### config.mk
export PLATFORM = sky130hd
export DESIGN_NAME = booth_mult_n
export DESIGN_NICKNAME = d
export VERILOG_FILES = /design/src/rtl/booth_mult_n.sv
export SDC_FILE = /design/constraint.sdc
export NUM_CORES = 1
export LEC_CHECK = 0
export BUFFER_PORTS_ARGS = -buffer_cell sky130_fd_sc_hd__clkbuf_2
export CELL_PAD_IN_SITES_DETAIL_PLACEMENT = 0
export CELL_PAD_IN_SITES_GLOBAL_PLACEMENT = 1
export CORE_MARGIN = 2
export CORE_UTILIZATION = 40
export CTS_CLUSTER_SIZE = 10
export DETAILED_ROUTE_END_ITERATION = 6
export PLACE_DENSITY_LB_ADDON = 0.1
export SLEW_MARGIN = 20
export SYNTH_ARGS = -nofsm -noshare
export SYNTH_HDL_FRONTEND = slang
export SYNTH_SLANG_ARGS = --single-unit
### constraint.sdc
create_clock -name clock -period 5.54 [get_ports clock]
set_input_delay 0.831 -clock clock [delete_from_list [all_inputs] [get_ports clock]]
set_output_delay 0.831 -clock clock [all_outputs]
set_load 0.01 [all_outputs]
### src/rtl/booth_mult_n.sv
// booth_mult_n: sequential radix-2 Booth multiplier, one recoding step per cycle.
// Produces the 2*WIDTH-bit product of OpA x OpB on MultHIOut/MultLOOut.
//
// Optional feature macro: BOOTH_MULT_UNSIGNED_EN
//   defined   -> MultSigned selects signed or unsigned operands. Unsigned
//                operands are zero-extended to WIDTH+1 bits and take one
//                extra iteration.
//   undefined -> every operation is signed, MultSigned is ignored, and the
//                datapath stays WIDTH bits wide.
//
// state | meaning
// ------+----------------------------------------------------------------
// IDLE  | waiting for MultStart; results hold the last product
// RUN   | one Booth add/subtract + arithmetic shift per cycle
// DONE  | final product is registered onto the outputs, MultDone pulses

module booth_mult_n #(
  parameter int WIDTH = 32
) (
  input  logic             clock,
  input  logic             reset,
  input  logic             MultStart,
  input  logic             MultSigned,
  input  logic [WIDTH-1:0] OpA,
  input  logic [WIDTH-1:0] OpB,
  output logic             MultBusy,
  output logic             MultDone,
  output logic [WIDTH-1:0] MultHIOut,
  output logic [WIDTH-1:0] MultLOOut
);

`ifdef BOOTH_MULT_UNSIGNED_EN
  localparam int EW = WIDTH + 1;
`else
  localparam int EW = WIDTH;
`endif
  // One guard bit on the partial product so that subtracting the most
  // negative multiplicand cannot overflow.
  localparam int AW = EW + 1;
  // Counter reaches WIDTH (last index of a WIDTH+1 iteration run).
  localparam int CW = $clog2(WIDTH + 2);

  typedef enum logic [1:0] {IDLE, RUN, DONE} state_t;

  state_t            state;
  logic [EW-1:0]     mcand;
  logic [AW-1:0]     acc_hi;
  logic [EW-1:0]     acc_lo;
  logic              q_m1;
  logic [CW-1:0]     iter_cnt;

  logic [EW-1:0]     mcand_in;
  logic [EW-1:0]     mplier_in;
  logic [CW-1:0]     last_iter;
  logic [AW-1:0]     mcand_x;
  logic [AW-1:0]     sum;
  logic [AW-1:0]     next_hi;
  logic [EW-1:0]     next_lo;
  logic              next_q;
  logic [AW+EW-1:0]  prod_full;
  logic [2*WIDTH-1:0] product;
  logic              unused_bits;

`ifdef BOOTH_MULT_UNSIGNED_EN
  logic              op_signed;

  // Operand extension: sign bit replicated only for signed operations.
  always_comb begin
    mcand_in  = {MultSigned & OpA[WIDTH-1], OpA};
    mplier_in = {MultSigned & OpB[WIDTH-1], OpB};
  end

  // Signed runs need WIDTH iterations, unsigned runs WIDTH+1.
  always_comb begin
    last_iter = op_signed ? CW'(WIDTH - 1) : CW'(WIDTH);
  end

  // A signed run stops one shift short, so its product sits one bit higher.
  always_comb begin
    prod_full   = {acc_hi, acc_lo};
    product     = op_signed ? prod_full[2*WIDTH:1] : prod_full[2*WIDTH-1:0];
    unused_bits = ^prod_full[AW+EW-1:2*WIDTH+1];
  end
`else
  // Operands are used as-is; everything is treated as two's complement.
  always_comb begin
    mcand_in  = OpA;
    mplier_in = OpB;
  end

  // Fixed iteration count for signed-only operation.
  always_comb begin
    last_iter = CW'(WIDTH - 1);
  end

  // After WIDTH shifts the full product occupies the low 2*WIDTH bits.
  always_comb begin
    prod_full   = {acc_hi, acc_lo};
    product     = prod_full[2*WIDTH-1:0];
    unused_bits = ^{prod_full[AW+EW-1:2*WIDTH], MultSigned};
  end
`endif

  // Booth recoding of the current multiplier bit pair, then arithmetic shift.
  always_comb begin
    mcand_x = {mcand[EW-1], mcand};
    case ({acc_lo[0], q_m1})
      2'b10:   sum = acc_hi - mcand_x;
      2'b01:   sum = acc_hi + mcand_x;
      default: sum = acc_hi;
    endcase
    next_hi = {sum[AW-1], sum[AW-1:1]};
    next_lo = {sum[0], acc_lo[EW-1:1]};
    next_q  = acc_lo[0];
  end

  // Control FSM, datapath registers and registered outputs.
  always_ff @(posedge clock or posedge reset) begin
    if (reset) begin
      state     <= IDLE;
      mcand     <= '0;
      acc_hi    <= '0;
      acc_lo    <= '0;
      q_m1      <= 1'b0;
      iter_cnt  <= '0;
      MultBusy  <= 1'b0;
      MultDone  <= 1'b0;
      MultHIOut <= '0;
      MultLOOut <= '0;
`ifdef BOOTH_MULT_UNSIGNED_EN
      op_signed <= 1'b1;
`endif
    end else begin
      MultDone <= 1'b0;
      case (state)
        IDLE: begin
          if (MultStart) begin
            mcand    <= mcand_in;
            acc_hi   <= '0;
            acc_lo   <= mplier_in;
            q_m1     <= 1'b0;
            iter_cnt <= '0;
            MultBusy <= 1'b1;
            state    <= RUN;
`ifdef BOOTH_MULT_UNSIGNED_EN
            op_signed <= MultSigned;
`endif
          end
        end
        RUN: begin
          acc_hi <= next_hi;
          acc_lo <= next_lo;
          q_m1   <= next_q;
          if (iter_cnt == last_iter) begin
            state <= DONE;
          end else begin
            iter_cnt <= iter_cnt + CW'(1);
          end
        end
        DONE: begin
          MultHIOut <= product[2*WIDTH-1:WIDTH];
          MultLOOut <= product[WIDTH-1:0];
          MultDone  <= 1'b1;
          MultBusy  <= 1'b0;
          state     <= IDLE;
        end
        default: begin
          MultBusy <= 1'b0;
          state    <= IDLE;
        end
      endcase
    end
  end

endmodule
==> flow_summary.yaml, run 1 <==
yosys:
  ys_types: 66
  seq_area_frac_synth: 0.465
  synth.cell_area_um2: 9200
  avgSynthCellArea_um2: 9.87
  async_flop_share: 1.00
  yosysWarnings: 0
  syn_nets: 1036
  synth_edf_count: 0
  synth_ff_type: "dfrtp_1"
  synth_seq_cells: 171
  syn_inst: 932
worst_setup_path:
  crit_path_start_kind: "flop"
  worstPathMaxFanout: 5
  max_stage_delay_ps: 530
  cp-end-kind: "flop"
  r2r_slack_ps: 1120
  worst_ep_arrival_time_ps: 4730
  crit_buf_inv: 1
  path_class: "flop to flop"
  cp.required_ps: 5850
  cp_top_family: "compound AO/OA/AOI/OAI gates"
  slowest_stage: "or4b_1"
  path_cells: "inv_1 -> ha_1 -> or4b_1 -> nor3_4 -> and3_4 -> a21oi_1 -> xor2_1 -> ha_1 -> a21oi_1 -> o21bai_1 -> a21oi_1 -> o21ai_1 -> a21o_1 -> a21o_1 -> nor4b_1 -> mux2_2 -> o21ai_1"
  cpMostUsedCell: "a21oi_1"
clock_network:
  clk_root_buffer_cell: "clkbuf_16"
  cts-htree-levels: 4
  post-cts-setup-buffer-count: 0
  clkTransAtPathRegs_ps: 70
  cts_hold_buf: 0
  post_cts_resized: 0
  cts.path.max_buffers: 2
  insertion_delay_ps: 430
  cts_tree: "built"
  clock_sinks: 171
  cts_inserted_buffers: 17
placement:
  dp_hpwl_um: 15000
  io_buffers: 132
  gp_congestion: 0.824
power:
  power.density_nw_per_um2: 752
  leakage_nw: 5.15
  power_mw: 8.04
  ir_drop_mv: 0.306
run_status:
  outcome: "complete, no violations"
timing:
  setup_viol: 0
  skew_ps: 12.7
  hold_viol_final: 0
  period_share: 0.798
  fmax_mhz: 226
  slew_headroom: 0.340
  finalCriticalPeriod_ps: 4420
  rsz0062_at_grt: "false"
  slew_viol_final: 0
  tns_ps: 0
  tightest_slew_ps: 987
floorplanning:
  core_um2: 22600
  ioPinCount: 134
  die_area_um2: 24200
  start_util: 0.406
  placementRows: 55
  die_y_um: 156
  fp.dieW_um: 156
global_route:
  grt_first_pass_wirelength_um: 35700
  grt_max_degree: 73
  antenna_found_initial: 0
  grt_usage: 0.184
  first_global_vias: 6771
  grt_overflow: 0
cells_and_area:
  drive_gt1_frac: 0.241
  multi_input_area_um2: 4710
  fillers: 2182
  n_antenna_cell: 0
  flow.area_growth_from_synthesis_pct: 16.1
  final_nets: 1150
  regArea_um2: 4280
run:
  maxCapViolCount: 0
detailed_routing:
  ant_nets: 0
  wl_um: 21200
  dr.first_iter.drc_count: 342
  vias_per_cell: 5.13
  vias: 6895
  dr.pass1.iters: 4
  post-route-drc-count: 0
  wire_per_inst_um: 15.8
min_path:
  hold_path_class: "primary input to async pin"
==> cell families after synthesis <==
family                     count (synthesis)  share of synthesized area
AOI/OAI and AO/OA                        229                      0.149
xor gates and xnor gates                  58                     0.0552
adders and majority gates                 36                     0.0498
buffers and inverters                     63                     0.0260
DFF                                      171                      0.465
muxes                                    100                      0.118
and+or+nand+nor                          275                      0.138
==> cells in the final DEF, fill, tap and decap left out, drive strengths merged, types with 7 or more instances in the layout <==
master  count
nand2     154
o21ai      98
mux2i      35
nand3      10
nand4      10
nor2       47
buf         7
dfrtp     171
clkbuf    150
inv        26
mux2       65
ha         35
xor2       44
a22oi      19
a21o       10
nor3       11
a21oi      65
xnor2      14
==> power breakdown <==
group	switching [mW]	internal, mW
logic	2.75	1.96
clock network	0.545	0.591
registers	0.449	1.75
==> state kept, by name (all words and copies together), names as in the netlist <==
| register | flops |
|---|---|
| state | 2 |
| mcand | 32 |
| MultHIOut | 32 |
| MultBusy | 1 |
| MultDone | 1 |
| q_m1 | 1 |
| acc_lo | 32 |
| iter_cnt | 6 |
| MultLOOut | 32 |
| acc_hi | 32 |
==> cell type report <==
cell class | instances | share of cell area
multi-input combinational | 698 | 0.440
timing repair buffer | 139 | 0.0667
inverter | 19 | 0.00714
sequential | 171 | 0.400
clock inverter | 14 | 0.0119
tap | 285 | 0.0334
clock buffer | 18 | 0.0402
==> metrics by stage <==
step                       util  hold WS [ps]  setup WS (ps)  cells  instance area [µm²]
after floorplan               -           450           77.2    932                 9200
after global placement    0.447           463           1190   1312                10100
after CTS                 0.472           398           1110   1344                10700
final                     0.472           395           1120   1344                10700
after detailed placement  0.447           482           1140   1312                10100
after global routing      0.472           422            683   1344                10700
==> Yosys cell counts (5+ instances only) <==
cell / count / share of area
o21ai_1: 9 / 0.0049
mux2_2: 65 / 0.080
a21o_1: 10 / 0.0082
nor3_1: 10 / 0.0054
ha_1: 35 / 0.048
dfrtp_1: 171 / 0.46
inv_1: 19 / 0.0078
a21oi_1: 63 / 0.034
xor2_1: 44 / 0.042
a22oi_1: 19 / 0.016
nand4_1: 10 / 0.0068
o21a_1: 5 / 0.0041
and3_1: 5 / 0.0034
nand3_1: 10 / 0.0054
nor2b_1: 5 / 0.0034
xnor2_1: 14 / 0.013
clkbuf_1: 38 / 0.016
mux2i_1: 35 / 0.038
a31oi_1: 6 / 0.0041
o21ai_0: 89 / 0.048
nand2_1: 154 / 0.063
nor2_1: 47 / 0.019
==> worst register-to-register path: cells and delay by family (launching register included) <==
kind | cells | cell delay, ps
AOI/OAI and AO/OA | 8 | 1420
xor gates and xnor gates | 1 | 240
adders and majority gates | 2 | 590
buffers and inverters | 1 | 90
DFF | 1 | 430
muxes | 1 | 200
and+or+nand+nor | 4 | 1340
==> final timing paths <==
| path | to | depth (start not counted) | startpoint |
|---|---|---|---|
| setup / recovery | acc_hi[30]$_DFFE_PP0P_ | 17 | mcand[0]$_DFFE_PP0P_ |
| hold / removal | MultLOOut[18]$_DFFE_PP0P_ | 2 | reset |
| setup reg to reg | acc_hi[30]$_DFFE_PP0P_ | 17 | mcand[0]$_DFFE_PP0P_ |
| hold reg to reg | q_m1$_DFFE_PP0P_ | 2 | q_m1$_DFFE_PP0P_ |
| max in group asynchronous | acc_hi[30]$_DFFE_PP0P_ | 3 | reset |
| min in group clock | q_m1$_DFFE_PP0P_ | 2 | q_m1$_DFFE_PP0P_ |
==> per-layer routing <==
layer	wire length, µm	GRT usage	vias to the layer above
li1	-	-	3531
met2	9000	0.274	135
met4	165	0.0419	0
met3	714	0.0297	15
met1	11300	0.280	3214
met5	0	0	-
No activity file was read; power rests on OpenSTA's default activity.
==> run 2, diff against run 1 <==
- CORE_UTILIZATION: 40 -> 45
- clock period: 5.54 -> 4.35 ns (I/O delays scaled with it)
==> run 2 against run 1 <==
  * Global-route usage increased by 1.4 points
  * Core utilization up 6.7 points
  * Non-clock buffer count increased by 12
  * Total power up 31%
  * Wire length fell by 3.1%
  * Via count increased by 0.64%
  * Clock skew is 1.9 ps lower
  * Clock power increased by 37%
  * Worst setup slack got worse by 840 ps
==> flow_summary.yaml, run 2 (same netlist as run 1, synthesis figures left out) <==
clock_network:
  clk_root_buffer_cell: "clkbuf_16"
  clkTransAtPathRegs_ps: 70
  cts-htree-levels: 4
  insertion_delay_ps: 430
  clock_sinks: 171
  cts.path.max_buffers: 2
  cts_hold_buf: 0
  cts_inserted_buffers: 17
  cts_tree: "built"
timing:
  setup_viol: 0
  tightest_slew_ps: 1040
  finalCriticalPeriod_ps: 4070
  hold_viol_final: 0
  skew_ps: 10.8
  slew_viol_final: 0
  slew_headroom: 0.305
  fmax_mhz: 246
  period_share: 0.936
placement:
  post-place-cells: 1307
  place_area_um2: 10200
  io_buffers: 132
  gp_congestion: 0.866
  dp_hpwl_um: 14800
detailed_routing:
  dr.pass1.iters: 7
  ant_nets: 0
  vias: 6939
  wire_per_inst_um: 15.3
  wl_um: 20600
  dr.first_iter.drc_count: 375
  post-route-drc-count: 0
  vias_per_cell: 5.17
cells_and_area:
  final_cell_mix: "dfrtp_1, nand2_1, clkbuf_2"
  layout_commonest_cell: "dfrtp_1"
  fillers: 1858
  drive_gt1_frac: 0.257
  stdcell_area_um2: 10900
  fin_cells: 1341
  n_antenna_cell: 0
  final_nets: 1162
  flow.area_growth_from_synthesis_pct: 18.1
global_route:
  grt_use_met3: 0.0351
  grt_usage: 0.198
  grt-busiest-layer: "met1"
  antenna_found_initial: 0
  use_met1: 0.301
  grt_max_degree: 109
  first_global_vias: 6733
  use_met2: 0.294
  grt_first_pass_wirelength_um: 34700
  grt_overflow: 0
power:
  power.density_nw_per_um2: 971
  power_mw: 10.6
  ir_drop_mv: 0.341
  leakage_nw: 5.24
floorplanning:
  core_um2: 20200
  die_area_um2: 21600
  ioPinCount: 134
  placementRows: 52
  start_util: 0.456
  fp.dieW_um: 147
  die_y_um: 147
worst_setup_path:
  cp-end-kind: "flop"
  path_class: "flop to flop"
  cp.required_ps: 4650
  worstSetupStartpoint: "mcand[0]$_DFFE_PP0P_"
  worstPathMaxFanout: 8
  r2r-start: "mcand[0]$_DFFE_PP0P_"
  crit_path_start_kind: "flop"
  worst_ep_arrival_time_ps: 4370
run_status:
  outcome: "complete, no violations"
run:
  maxCapViolCount: 0
min_path:
  hold_path_class: "primary input to async pin"
## run 2: cell count changes in the layout (fill, tap and decap cells not counted), sizes merged
cell / previous run / this run
buf: 7 / 19
bufinv: 0 / 2
clkinvlp: 5 / 4
inv: 26 / 25
## run 2: what timing repair did
action | in CTS | in global routing
endpoints found under the setup margin | 0 | 6
buffers inserted | 0 | 2
gates resized for setup | 0 | 10
## run 2: report_power, final
group          leakage, nW  internal (mW)  switching, mW
clock network        0.287          0.871          0.687
logic                 2.75           2.67           3.53
registers             2.20           2.22          0.563
total                 5.24           5.77           4.78
## run 2: worst paths after layout
kind / end / slack, ps / cells after the start
min reg2reg: MultLOOut[0]$_DFFE_PP0P_ / 480 / 2
min in group clock: mcand[24]$_DFFE_PP0P_ / 410 / 3
max: acc_hi[28]$_DFFE_PP0P_ / 280 / 17
min: acc_lo[24]$_DFFE_PP0P_ / 330 / 3
max reg2reg: acc_hi[28]$_DFFE_PP0P_ / 280 / 17
max in group asynchronous: acc_hi[29]$_DFFE_PP0P_ / 3480 / 3
## run 2: routing by layer
metal | share of wire | up-vias
met1 | 0.52 | 3234
li1 | - | 3551
met4 | 0.012 | 0
met2 | 0.43 | 140
met3 | 0.037 | 14
met5 | 0 | -
## run 2: worst max-delay path: stages, from the launching register on
cell and delay (ps):
dfrtp_1 420, inv_1 90, ha_2 220, or4b_1 510, nor3_4 280, and2_2 220
a21oi_1 80, xor2_1 230, ha_1 380, and2_1 190, a311oi_2 310, o21ai_1 120
a21o_1 180, a21oi_1 160, o21ai_0 100, a21oi_1 170, xor2_1 180, o21ai_1 70
## run 2: cell type report
cell class | instances | area (µm²) | share of cell area
clock buffer | 18 | 429 | 0.0395
clock inverter | 14 | 176 | 0.0162
inverter | 19 | 75.1 | 0.00691
multi-input combinational | 698 | 4740 | 0.436
sequential | 171 | 4280 | 0.394
tap | 270 | 338 | 0.0311
timing repair buffer | 151 | 828 | 0.0762
## run 2: metrics by stage
step	util	TNS [ps]	hold WS, ps	setup WS, ps
3_3_place_gp	0.506	0	462	200
3_5_place_dp	0.506	0	472	158
6_report	0.539	0	330	279
5_1_grt	0.539	-5.52	345	-5.52
4_1_cts	0.536	0	340	124
2_1_floorplan	-	0	450	528
